## src/rtl/rgb_fpga_pkg.sv

```systemverilog
// Shared constants and the FSM state type for the HUB75 per-line output stage.
package rgb_fpga_pkg;

   localparam int MATRIX_ROWS = 16;
   localparam int ADDR_W      = 4;
   localparam int RGB_W       = 6;

   typedef enum logic [2:0] {
      S_IDLE,
      S_FETCH,
      S_LOW,
      S_HIGH,
      S_BLANK,
      S_LATCH,
      S_SHOW,
      S_DONE
   } state_e;

endpackage

```

## src/rtl/rgb_fpga_line_driver_if.sv

```systemverilog
// Control, frame-buffer read and panel signals of the line driver, plus the FSM state for observation.
interface rgb_fpga_line_driver_if #(
   parameter int COLS = 32
);
   import rgb_fpga_pkg::*;

   localparam int RD_W = ADDR_W + $clog2(COLS);

   // line_start: one-cycle request, taken only in IDLE and never queued.
   // line_rdy: one-cycle completion pulse. rd_data is sampled at the edge that
   // ends the cycle in which rd_addr holds the new address; no backpressure.
   logic              enable;
   logic              line_start;
   logic [ADDR_W-1:0] matrix_addr;
   logic [RD_W-1:0]   rd_addr;
   logic [RGB_W-1:0]  rd_data;
   logic              line_rdy;
   logic              hub_clk;
   logic              hub_lat;
   logic              hub_oe_n;
   logic [RGB_W-1:0]  hub_rgb;
   logic [ADDR_W-1:0] hub_addr;
   state_e            state;

   modport master (
      output enable, line_start, matrix_addr, rd_data,
      input  rd_addr, line_rdy, hub_clk, hub_lat, hub_oe_n, hub_rgb, hub_addr, state
   );

   modport slave (
      input  enable, line_start, matrix_addr, rd_data,
      output rd_addr, line_rdy, hub_clk, hub_lat, hub_oe_n, hub_rgb, hub_addr, state
   );

endinterface

```

## src/rtl/rgb_fpga_phase_timer.sv

```systemverilog
// Loadable down counter with a zero flag; times both the shift-clock phases and the lit window.
module rgb_fpga_phase_timer #(
   parameter int W = 8
) (
   input  logic         clk,
   input  logic         rst,
   input  logic         load_i,
   input  logic [W-1:0] load_val_i,
   output logic         zero_o
);

   logic [W-1:0] cnt_q;

   always_ff @(posedge clk or posedge rst) begin
      if (rst) begin
         cnt_q <= '0;
      end else if (load_i) begin
         cnt_q <= load_val_i;
      end else if (cnt_q != '0) begin
         cnt_q <= cnt_q - W'(1);
      end
   end

   assign zero_o = (cnt_q == '0);

endmodule

```

## src/rtl/rgb_fpga_line_driver.sv

```systemverilog
// HUB75 per-line output stage: fetch and shift one line of pixel pairs, latch, then light the row.
module rgb_fpga_line_driver
   import rgb_fpga_pkg::*;
#(
   parameter int COLS      = 32,
   parameter int CLK_DIV   = 2,
   parameter int OE_CYCLES = 64
) (
   input logic                   clk,
   input logic                   rst,
   rgb_fpga_line_driver_if.slave bus
);

   localparam int CW   = $clog2(COLS);
   localparam int TMAX = (CLK_DIV > OE_CYCLES) ? CLK_DIV : OE_CYCLES;
   localparam int TW   = $clog2(TMAX) + 1;

   state_e            state_q;
   logic [ADDR_W-1:0] row_q;
   logic [CW-1:0]     col_q;
   logic [ADDR_W+CW-1:0] rd_addr_q;
   logic [RGB_W-1:0]  hub_rgb_q;
   logic              hub_clk_q;
   logic              hub_lat_q;
   logic              hub_oe_n_q;
   logic [ADDR_W-1:0] hub_addr_q;
   logic              line_rdy_q;

   logic              tmr_load_d;
   logic [TW-1:0]     tmr_val_d;
   logic              tmr_zero;

   // The timer is loaded on the same edge that enters a timed state, so the
   // first cycle of that state already sees the full count.
   always_comb begin
      tmr_load_d = 1'b0;
      tmr_val_d  = TW'(CLK_DIV - 1);
      case (state_q)
         S_FETCH: tmr_load_d = 1'b1;
         S_LOW:   tmr_load_d = tmr_zero;
         S_LATCH: begin
            tmr_load_d = 1'b1;
            tmr_val_d  = TW'(OE_CYCLES - 1);
         end
         default: ;
      endcase
   end

   rgb_fpga_phase_timer #(.W(TW)) u_timer (
      .clk        (clk),
      .rst        (rst),
      .load_i     (tmr_load_d),
      .load_val_i (tmr_val_d),
      .zero_o     (tmr_zero)
   );

   always_ff @(posedge clk or posedge rst) begin
      if (rst) begin
         state_q    <= S_IDLE;
         row_q      <= '0;
         col_q      <= '0;
         rd_addr_q  <= '0;
         hub_rgb_q  <= '0;
         hub_clk_q  <= 1'b0;
         hub_lat_q  <= 1'b0;
         hub_oe_n_q <= 1'b1;
         hub_addr_q <= '0;
         line_rdy_q <= 1'b0;
      end else if (!bus.enable && state_q != S_IDLE) begin
         // Abort: everything back to idle values, but the panel keeps its row address.
         state_q    <= S_IDLE;
         row_q      <= '0;
         col_q      <= '0;
         rd_addr_q  <= '0;
         hub_rgb_q  <= '0;
         hub_clk_q  <= 1'b0;
         hub_lat_q  <= 1'b0;
         hub_oe_n_q <= 1'b1;
         line_rdy_q <= 1'b0;
      end else begin
         case (state_q)
            S_IDLE: begin
               if (bus.enable && bus.line_start) begin
                  row_q     <= bus.matrix_addr;
                  col_q     <= '0;
                  rd_addr_q <= {bus.matrix_addr, {CW{1'b0}}};
                  state_q   <= S_FETCH;
               end
            end
            S_FETCH: begin
               hub_rgb_q <= bus.rd_data;
               hub_clk_q <= 1'b0;
               state_q   <= S_LOW;
            end
            S_LOW: begin
               if (tmr_zero) begin
                  hub_clk_q <= 1'b1;
                  state_q   <= S_HIGH;
               end
            end
            S_HIGH: begin
               if (tmr_zero) begin
                  hub_clk_q <= 1'b0;
                  if (col_q == CW'(COLS - 1)) begin
                     hub_oe_n_q <= 1'b1;
                     state_q    <= S_BLANK;
                  end else begin
                     col_q     <= col_q + CW'(1);
                     rd_addr_q <= {row_q, col_q + CW'(1)};
                     state_q   <= S_FETCH;
                  end
               end
            end
            S_BLANK: begin
               hub_lat_q  <= 1'b1;
               hub_addr_q <= row_q;
               state_q    <= S_LATCH;
            end
            S_LATCH: begin
               hub_lat_q  <= 1'b0;
               hub_oe_n_q <= 1'b0;
               state_q    <= S_SHOW;
            end
            S_SHOW: begin
               if (tmr_zero) begin
                  hub_oe_n_q <= 1'b1;
                  line_rdy_q <= 1'b1;
                  state_q    <= S_DONE;
               end
            end
            S_DONE: begin
               line_rdy_q <= 1'b0;
               state_q    <= S_IDLE;
            end
            default: state_q <= S_IDLE;
         endcase
      end
   end

   assign bus.rd_addr  = rd_addr_q;
   assign bus.hub_rgb  = hub_rgb_q;
   assign bus.hub_clk  = hub_clk_q;
   assign bus.hub_lat  = hub_lat_q;
   assign bus.hub_oe_n = hub_oe_n_q;
   assign bus.hub_addr = hub_addr_q;
   assign bus.line_rdy = line_rdy_q;
   assign bus.state    = state_q;

endmodule

```

## src/flat_wrapper.sv

```systemverilog
// flat-port wrapper written by rule: the top's interface ports become plain ports
module rgb_fpga_line_driver_flat import rgb_fpga_pkg::*;
#(
   parameter int COLS      = 32,
   parameter int CLK_DIV   = 2,
   parameter int OE_CYCLES = 64
)
  (clk, rst, bus_enable, bus_line_start, bus_matrix_addr, bus_rd_data, bus_rd_addr, bus_line_rdy, bus_hub_clk, bus_hub_lat, bus_hub_oe_n, bus_hub_rgb, bus_hub_addr, bus_state);
  rgb_fpga_line_driver_if #(.COLS(COLS)) bus_i ();
  input logic clk;
  input logic rst;
  input wire logic [$bits(bus_i.enable)-1:0] bus_enable;
  input wire logic [$bits(bus_i.line_start)-1:0] bus_line_start;
  input wire logic [$bits(bus_i.matrix_addr)-1:0] bus_matrix_addr;
  input wire logic [$bits(bus_i.rd_data)-1:0] bus_rd_data;
  output wire logic [$bits(bus_i.rd_addr)-1:0] bus_rd_addr;
  output wire logic [$bits(bus_i.line_rdy)-1:0] bus_line_rdy;
  output wire logic [$bits(bus_i.hub_clk)-1:0] bus_hub_clk;
  output wire logic [$bits(bus_i.hub_lat)-1:0] bus_hub_lat;
  output wire logic [$bits(bus_i.hub_oe_n)-1:0] bus_hub_oe_n;
  output wire logic [$bits(bus_i.hub_rgb)-1:0] bus_hub_rgb;
  output wire logic [$bits(bus_i.hub_addr)-1:0] bus_hub_addr;
  output wire logic [$bits(bus_i.state)-1:0] bus_state;
  assign bus_i.enable = bus_enable;
  assign bus_i.line_start = bus_line_start;
  assign bus_i.matrix_addr = bus_matrix_addr;
  assign bus_i.rd_data = bus_rd_data;
  assign bus_rd_addr = bus_i.rd_addr;
  assign bus_line_rdy = bus_i.line_rdy;
  assign bus_hub_clk = bus_i.hub_clk;
  assign bus_hub_lat = bus_i.hub_lat;
  assign bus_hub_oe_n = bus_i.hub_oe_n;
  assign bus_hub_rgb = bus_i.hub_rgb;
  assign bus_hub_addr = bus_i.hub_addr;
  assign bus_state = bus_i.state;
  rgb_fpga_line_driver #(.COLS(COLS), .CLK_DIV(CLK_DIV), .OE_CYCLES(OE_CYCLES)) u_core (.clk(clk), .rst(rst), .bus(bus_i));
endmodule
```

## config.mk

```make
export PLATFORM = sky130hd
export DESIGN_NAME = rgb_fpga_line_driver_flat
export DESIGN_NICKNAME = d
export VERILOG_FILES = /design/src/rtl/rgb_fpga_pkg.sv /design/src/rtl/rgb_fpga_line_driver_if.sv /design/src/rtl/rgb_fpga_phase_timer.sv /design/src/rtl/rgb_fpga_line_driver.sv /design/src/flat_wrapper.sv
export SDC_FILE = /design/constraint.sdc
export NUM_CORES = 1
export LEC_CHECK = 0
export ABC_CLOCK_PERIOD_IN_PS = 2500
export CAP_MARGIN = 5
export CORE_AREA = 2 2 101 74
export DETAILED_ROUTE_END_ITERATION = 10
export DIE_AREA = 0 0 103 76
export HOLD_SLACK_MARGIN = 0.02
export PLACE_DENSITY_LB_ADDON = 0.1
export REMOVE_ABC_BUFFERS = 1
export SLEW_MARGIN = 5
export SYNTH_ARGS = -nofsm -noshare
export SYNTH_HDL_FRONTEND = slang
export SYNTH_SLANG_ARGS = --single-unit
```

## constraint.sdc

```tcl
create_clock -name clk -period 2.5 [get_ports clk]
set_input_delay 0.625 -clock clk [delete_from_list [all_inputs] [get_ports clk]]
set_output_delay 0.625 -clock clk [all_outputs]
set_load 0.01 [all_outputs]
```

Word level (Yosys, flattened, before mapping)
Cells that the tools add are included.
{ "word_totals": {"out_inout_bits": 26, "wordCells": 90, "regBits": 42, "in_bits": 14} }
{ "op_classes": {"reduce_logical": 24, "n_eq_ne": 14, "muxes": 38, "addsub": 2, "n_bitwise": 1} }
{ "op_table": {"columns": ["op", "n"], "rows": [
  ["9-bit two-way mux", 4],
  ["3-bit one-hot mux with 8 select lines", 1],
  ["5-bit two-way mux", 4],
  ["3-bit two-way mux", 6],
  ["6-bit two-way mux", 3],
  ["9-bit one-hot mux with 2 select lines", 1],
  ["3-bit by 1-bit inequality test with 1-bit output, second input constant", 5],
  ["7-bit two-way mux", 2],
  ["3-bit == test, second input constant", 4],
  ["4-bit two-way mux", 3],
  ["4-bit AND reduction", 3],
  ["3-bit nonzero test", 4],
  ["5-bit one-hot mux with 2 select lines", 1],
  ["1-bit two-way mux", 8],
  ["2-bit nonzero test", 4],
  ["4-bit nonzero test", 2],
  ["7-bit zero test", 1],
  ["7-bit nonzero test", 1],
  ["7-bit by 1-bit subtractor with 7-bit output, second input constant", 1],
  ["3-bit by 2-bit == test with 1-bit output, second input constant", 2],
  ["1-bit one-hot mux with 2 select lines", 3],
  ["1-bit one-hot mux with 3 select lines", 2],
  ["2-bit AND reduction", 3],
  ["5-bit by 1-bit adder with 5-bit output, second input constant", 1],
  ["9 further kinds", 10]
]} }

Depth between registers and ports, before layout
Gate-level depths: netlist (run 1).
{ "logic_depth": {"depth_word": 5, "ltp_mapped": 7, "mapped_depth_nobuf": 7} }

Modules after synthesis
From an unflattened synthesis (run 1), not the netlist that was laid out.
{ "hier_totals": {"hier_cells": 221, "hier_area_um2": 2154.6} }
{ "by_module_without_submodules": {"columns": ["mod", "cells_each", "n_inst", "area_each_um2", "seq_area_each_um2"], "rows": [
  ["rgb_fpga_line_driver", 174, 1, 1696.6, 752.0],
  ["rgb_fpga_phase_timer", 47, 1, 457.9, 175.2]
]} }

Worst setup path after synthesis (run 1)
OpenSTA, ideal clock, no wires.
{ "synth_path": {"kind": "register -> register", "from": "register, netlist name u_core.bus.rd_addr[0]", "to": "register u_core.rd_addr_q[8], in the netlist u_core.bus.rd_addr[8]", "arrival_ns": 1.757, "slack_ns": 0.605, "setup_time_ns": 0.139, "path_stages_with_launch": 8, "n_path_buf": 0, "cell_sequence": "dfrtp_1 > ha_1 > and3_1 > ha_1 > nor3b_1 > o21ai_1 > a22oi_2 > o22ai_2"} }
{ "synth_rtl": {"columns": ["element", "line_no", "source"], "rows": [
  ["end signal, assigned", "rgb_fpga_line_driver.sv:86", "rd_addr_q <= {bus.matrix_addr, {CW{1'b0}}};"],
  ["end signal, assigned", "rgb_fpga_line_driver.sv:109", "rd_addr_q <= {row_q, col_q + CW'(1)};"],
  ["end, declared", "rgb_fpga_line_driver.sv:21", "logic [ADDR_W+CW-1:0] rd_addr_q;"]
]} }

==> results of run 1 <==
[flip-flops by register name (all words and copies together), names as in the netlist]
| name | flops |
|---|---|
| u_core.bus.hub_addr | 4 |
| u_core.bus.hub_clk | 1 |
| u_core.bus.hub_lat | 1 |
| u_core.bus.hub_oe_n | 1 |
| u_core.bus.hub_rgb | 6 |
| u_core.bus.line_rdy | 1 |
| u_core.bus.rd_addr | 9 |
| u_core.bus.state | 3 |
| u_core.row_q | 4 |
| u_core.u_timer.cnt_q | 7 |
[area by class of cell]
cell class | instances | area [um2] | share of cell area [%]
sequential | 37 | 927 | 36.1
multi-input combinational | 138 | 906 | 35.3
timing repair buffer | 50 | 473 | 18.4
tap | 98 | 123 | 4.78
clock buffer | 5 | 68.8 | 2.68
inverter | 14 | 52.6 | 2.05
clock inverter | 3 | 17.5 | 0.682
[path summary, 6_finish.rpt]
path                                   startpoint                     end  slack [ns]  cells past startpoint
min in group asynchronous                     rst  u_core.bus.hub_addr[3]        0.75                      3
max in group asynchronous                     rst     u_core.bus.hub_oe_n        1.39                      3
max reg2reg                 u_core.bus.rd_addr[0]   u_core.bus.rd_addr[0]        0.34                      7
min                        u_core.bus.hub_addr[2]  u_core.bus.hub_addr[2]        0.51                      1
min reg2reg                u_core.bus.hub_addr[2]  u_core.bus.hub_addr[2]        0.51                      1
max                         u_core.bus.rd_addr[0]   u_core.bus.rd_addr[0]        0.34                      7
[report_power, final]
group	leakage [nW]	internal [mW]	total [mW]	switching (mW)
registers	0.491	0.701	0.799	0.0980
logic	0.589	0.297	0.614	0.318
clock network	0.0439	0.193	0.417	0.225
[synth_stat cells (2+ instances only)]
master     count
and3_1         7
o2bb2ai_1      2
dfrtp_1       36
buf_2          4
o22ai_1        4
nor3_2         2
ha_1           3
inv_1         14
nand3_1        6
mux2_2         4
nor3_1         5
o211ai_1       3
nor2b_1        3
mux2i_1        5
a22o_1         6
xnor2_1        3
nand2_1       17
clkbuf_1       4
o21ai_0       10
nor2_1         9
a31oi_1        2
or3_1          5
a21oi_1       14
o21ai_1       10
[worst max-delay path, stage by stage, from the launching register on]
cell	delay (ns)
dfrtp_1	0.43
ha_1	0.24
and3_1	0.19
ha_1	0.28
nor3b_1	0.23
o21ai_1	0.14
a22oi_2	0.38
mux2i_1	0.13
[metal layers]
layer  vias up  GRT usage (%)  share of wire (%)
met5         -              0                  0
met4         0           2.76               0.49
met3         2           4.31                4.5
met2        33           17.9                 40
met1       796           22.1                 55
li1        806              -                  -
[logic make-up after synthesis]
| logic type | count (synthesis) | synth area share (%) |
|---|---|---|
| buffers and inverters | 23 | 4.75 |
| multiplexers | 9 | 4.94 |
| AND/OR/NAND/NOR | 62 | 18.1 |
| flip-flops | 37 | 48.2 |
| adder cells (fa/ha/maj) | 3 | 1.95 |
| AO/OA/AOI/OAI | 60 | 20.2 |
| XOR/XNOR | 4 | 1.82 |
==> flow_metrics.py, run 1 <==
metrics = {
    "status": {
        "status": "completed",
    },
    "min_path": {
        "worstHoldPathType": "flop to flop",
    },
    "global_routing": {
        "grt_pass1_vias": 1623,
        "grt_pass1_wl_um": 8400,
        "grt_overflow": 0,
        "antenna_found_initial": 0,
        "track_usage_pct": 13.8,
        "grt_max_degree": 38,
    },
    "routing": {
        "vias": 1637,
        "drtAntennaViolNets": 0,
        "dr.pass1.iters": 4,
        "drcViolationCount": 0,
        "routed_via_density": 4.74,
        "wl_per_cell_um": 14.8,
        "wl_um": 5090,
        "drtIter0Drc": 76,
    },
    "placed_design": {
        "numPortBuffers": 39,
        "place_ws_ns": 0.160,
        "routabilityCongestion": 0.749,
        "dpl_cell_area_um2": 2480,
        "dp.final_hpwl_um": 3760,
        "post-place-cells": 337,
    },
    "timing": {
        "fin_setup_tns_ns": 0,
        "worst_slew_margin_rel_pct": 67.7,
        "fin_ws_ns": 0.342,
        "whs_ns": 0.509,
        "worst_slew_pin_slew_ns": 0.485,
        "skew_ns": 0.00900,
        "hold_viol_final": 0,
        "clock.fmax_mhz": 463,
        "fin_crit_ns": 2.16,
        "slew_viol_final": 0,
        "rsz0062_at_grt": "no",
        "setup_viol": 0,
        "period_share_pct": 86.3,
    },
    "setup_path": {
        "start_kind": "flop",
        "cp_max_fo": 7,
        "cp.required_ns": 2.65,
        "critical_path_class": "flop to flop",
        "crit_arrival_ns": 2.30,
        "crit_path_end_kind": "flop",
    },
    "floorplan": {
        "dieArea_um2": 7830,
        "start_util_pct": 27.6,
        "io_pins": 40,
        "die_h_um": 76,
        "rows": 26,
        "core_um2": 6960,
        "die_x_um": 103,
    },
    "synthesis": {
        "synthFlopType": "dfrtp_1",
        "yosysTopAreaCellShare_pct": 46.8,
        "syn_inst": 198,
        "synthArstFlopShare_pct": 100,
        "ys_ff_latch": 37,
        "ys_types": 44,
        "synth_seq_area_share_pct": 48.2,
        "syn-mean-instance-area_um2": 9.72,
        "yosysWarnings": 0,
        "synth_area_um2": 1920,
        "synthTopCellsByArea": "dfrtp_1 (47%), a21oi_1 (3.6%), nand2_1 (3.3%), inv_1 (2.7%), a22o_1 (2.7%)",
        "synth_edf_count": 0,
        "yosys.area.top_type": "dfrtp_1",
    },
    "clock_tree": {
        "cts_resized": 0,
        "clock_sinks": 37,
        "cts_root_buffer": "clkbuf_8",
        "cts_setup_buffers": 0,
        "hold_buffers": 0,
        "numCtsBuffers": 5,
        "tritoncts": "yes",
        "cts.reportedPaths.clkPinSlew_ns": 0.08,
        "cts_max_level": 2,
        "clk_path_buf_depth": 2,
        "clk_latency_ns": 0.29,
    },
    "layout": {
        "mostFrequentLayoutCells": "clkdlybuf4s50_1 (39), dfrtp_1 (36), nand2_1 (17), inv_1 (14), a21oi_1 (14)",
        "finish.utilization_pct": 36.9,
        "fillers": 730,
        "syn2layout_area_growth_pct": 33.4,
        "drive_gt1_share_pct": 13.0,
        "final_cell_area_um2": 2570,
        "nets": 263,
        "n_antenna_cell": 0,
        "fin_cells": 345,
        "final_common_cell": "clkdlybuf4s50_1",
    },
    "pwr": {
        "leakagePower_nw": 1.12,
        "vdd_ir_drop_max_uv": 237,
        "power_mw": 1.83,
        "powerDensity_nw_per_um2": 713,
    },
    "job": {
        "drv_cap": 0,
    },
}
Power figures use the tool's default switching activity.
==> run 2: changes to the inputs <==
--- a/config.mk
+++ b/config.mk
@@ -11,7 +11,6 @@
 export DETAILED_ROUTE_END_ITERATION = 10
 export DIE_AREA = 0 0 103 76
 export HOLD_SLACK_MARGIN = 0.02
-export PLACE_DENSITY_LB_ADDON = 0.1
 export REMOVE_ABC_BUFFERS = 1
 export SLEW_MARGIN = 5
 export SYNTH_ARGS = -nofsm -noshare
==> run 2 against run 1 <==
Effect of this change:
- clock skew shrank 0.0031 ns
- first-iteration DRC count grew 12%
- non-clock buffer count shrank 2
- clock power grew 31%
- global-route usage shrank 0.95 points
- count of clock-buffer cells in the layout grew 2
- worst hold slack lost 0.0025 ns
- critical path depth shrank 6
- largest cell class unchanged
- largest power group unchanged
- highest routed layer unchanged
==> flow_metrics.py, run 2 (synthesis gave the netlist of run 1 again) <==
metrics = {
    "status": {
        "status": "completed",
    },
    "layout": {
        "drive_gt1_share_pct": 11.8,
        "finish.utilization_pct": 37.1,
        "syn2layout_area_growth_pct": 34.2,
        "mostFrequentLayoutCells": "clkdlybuf4s50_1 (39), dfrtp_1 (36), nand2_1 (17), inv_1 (14), a21oi_1 (14)",
        "regArea_um2": 927,
        "final_common_cell": "clkdlybuf4s50_1",
        "n_antenna_cell": 0,
        "largest_reg_flops": 9,
        "multi_input_area_um2": 906,
        "final_cell_area_um2": 2580,
        "fillers": 738,
        "nets": 261,
    },
    "routing": {
        "drtIter0Drc": 85,
        "vias": 1659,
        "dr.pass1.iters": 4,
        "drcViolationCount": 0,
        "wl_um": 4680,
        "met2WireLength_um": 1890,
        "wl_per_cell_um": 13.6,
        "routed.top_layer": "met4",
        "routed_via_density": 4.84,
        "drtAntennaViolNets": 0,
        "wl_met3_um": 272,
        "wl_met1_um": 2470,
    },
    "setup_path": {
        "cp_max_fo": 15,
        "path_cells": "clkdlybuf4s50_1",
        "reg2reg_depth": 7,
        "critical_path_class": "flop to primary output",
        "crit_arrival_ns": 1.53,
        "crit_family": "buffers and inverters",
        "timing.rr.end": "u_core.bus.rd_addr[8]",
        "crit_path_max_incr_delay_ns": 0.62,
        "cp_num_cells": 1,
        "cp.required_ns": 1.88,
        "cp_num_buf_inv": 1,
        "crit_path_end_kind": "primary output",
        "slowest_stage": "clkdlybuf4s50_1",
        "start_kind": "flop",
        "r2r_setup_slack_ns": 0.42,
        "r2r_start": "u_core.bus.rd_addr[0]",
    },
    "floorplan": {
        "dieArea_um2": 7830,
        "die_h_um": 76,
        "core_um2": 6960,
        "die_x_um": 103,
        "start_util_pct": 27.6,
        "io_pins": 40,
        "rows": 26,
    },
    "min_path": {
        "hold_start": "u_core.bus.hub_rgb[1]",
        "hold_end": "u_core.bus.hub_rgb[1]",
        "min_path_cells": 1,
        "worstHoldPathType": "flop to flop",
    },
    "pwr": {
        "power_mw": 1.96,
        "vdd_ir_drop_max_uv": 330,
        "leakagePower_nw": 1.13,
        "powerDensity_nw_per_um2": 759,
    },
    "clock_tree": {
        "cts.reportedPaths.clkPinSlew_ns": 0.07,
        "cts_setup_buffers": 0,
        "clk_path_buf_depth": 2,
        "tritoncts": "yes",
        "cts_root_buffer": "clkbuf_8",
        "clk_latency_ns": 0.30,
        "cts_max_level": 2,
        "hold_buffers": 0,
        "clock_sinks": 37,
        "numCtsBuffers": 5,
        "cts_resized": 0,
    },
    "placed_design": {
        "dp.final_hpwl_um": 3420,
        "dpl_cell_area_um2": 2470,
        "numPortBuffers": 39,
        "routabilityCongestion": 0.728,
    },
    "global_routing": {
        "grt_overflow": 0,
        "grt_pass1_wl_um": 8000,
        "grt_pass1_vias": 1589,
        "antenna_found_initial": 0,
        "track_usage_pct": 12.8,
        "grt_max_degree": 38,
    },
    "timing": {
        "rsz0062_at_grt": "no",
        "fin_setup_tns_ns": 0,
        "slew_viol_final": 0,
        "fin_crit_ns": 2.15,
        "period_share_pct": 86.2,
        "skew_ns": 0.00592,
        "clock.fmax_mhz": 464,
        "worst_slew_pin_slew_ns": 0.483,
        "setup_viol": 0,
        "worst_slew_margin_rel_pct": 67.8,
        "hold_viol_final": 0,
    },
    "job": {
        "drv_cap": 0,
    },
}
[run 2: cell count changes in the layout (fill, tap and decap cells not counted)]
cell / before / now
buf_4: 11 / 9
clkinv_2: 2 / 0
bufinv_16: 0 / 1
clkbuf_1: 0 / 1
clkbuf_8: 5 / 6
clkinvlp_4: 1 / 0
[run 2: stage by stage]
step	setup WS, ns	std cells	hold slack, ns
after floorplan	0.583	189	0.487
after global placement	0.131	335	0.487
after detailed placement	0.0617	335	0.482
after CTS	0.350	343	0.508
after global routing	0.215	343	0.524
final	0.346	343	0.507
[run 2: report_power, final]
part / total, mW / internal, mW / switching, mW / leakage (nW)
logic: 0.608 / 0.294 / 0.314 / 0.578
clock network: 0.546 / 0.325 / 0.221 / 0.0585
registers: 0.805 / 0.701 / 0.104 / 0.491
total: 1.96 / 1.32 / 0.638 / 1.13
[run 2: layer usage]
layer	vias up	GRT usage (%)
met5	-	0
met4	0	3.55
met3	7	3.76
met2	50	16.9
met1	799	20.1
li1	803	-
[run 2: area by class of cell]
cell class	instances	share of cell area, %
Sequential cell	37	35.9
Timing Repair Buffer	48	17.7
Tap cell	98	4.75
Clock inverter	1	1.16
Multi-Input combinational cell	138	35.1
Inverter	14	2.03
Clock buffer	7	3.34
[run 2: worst max-delay path by stage]
stage / endpoint / start / slack (ns)
final: bus_state[2] / u_core.bus.state[2] / 0.35
after detailed placement: u_core.bus.rd_addr[0] / bus_enable / 0.06
after global placement: u_core.bus.rd_addr[8] / bus_enable / 0.13
after CTS: bus_state[2] / u_core.bus.state[2] / 0.35
after global routing: u_core.bus.rd_addr[0] / u_core.bus.rd_addr[0] / 0.21
after floorplan: u_core.bus.rd_addr[8] / u_core.bus.rd_addr[0] / 0.58
==> run 3: changes to the inputs <==
--- a/config.mk
+++ b/config.mk
@@ -10,7 +10,6 @@
 export CORE_AREA = 2 2 101 74
 export DETAILED_ROUTE_END_ITERATION = 10
 export DIE_AREA = 0 0 103 76
-export HOLD_SLACK_MARGIN = 0.02
 export REMOVE_ABC_BUFFERS = 1
 export SLEW_MARGIN = 5
 export SYNTH_ARGS = -nofsm -noshare
==> results of run 3 <==
The final DEF is identical to that of run 2; final timing and power are the same.
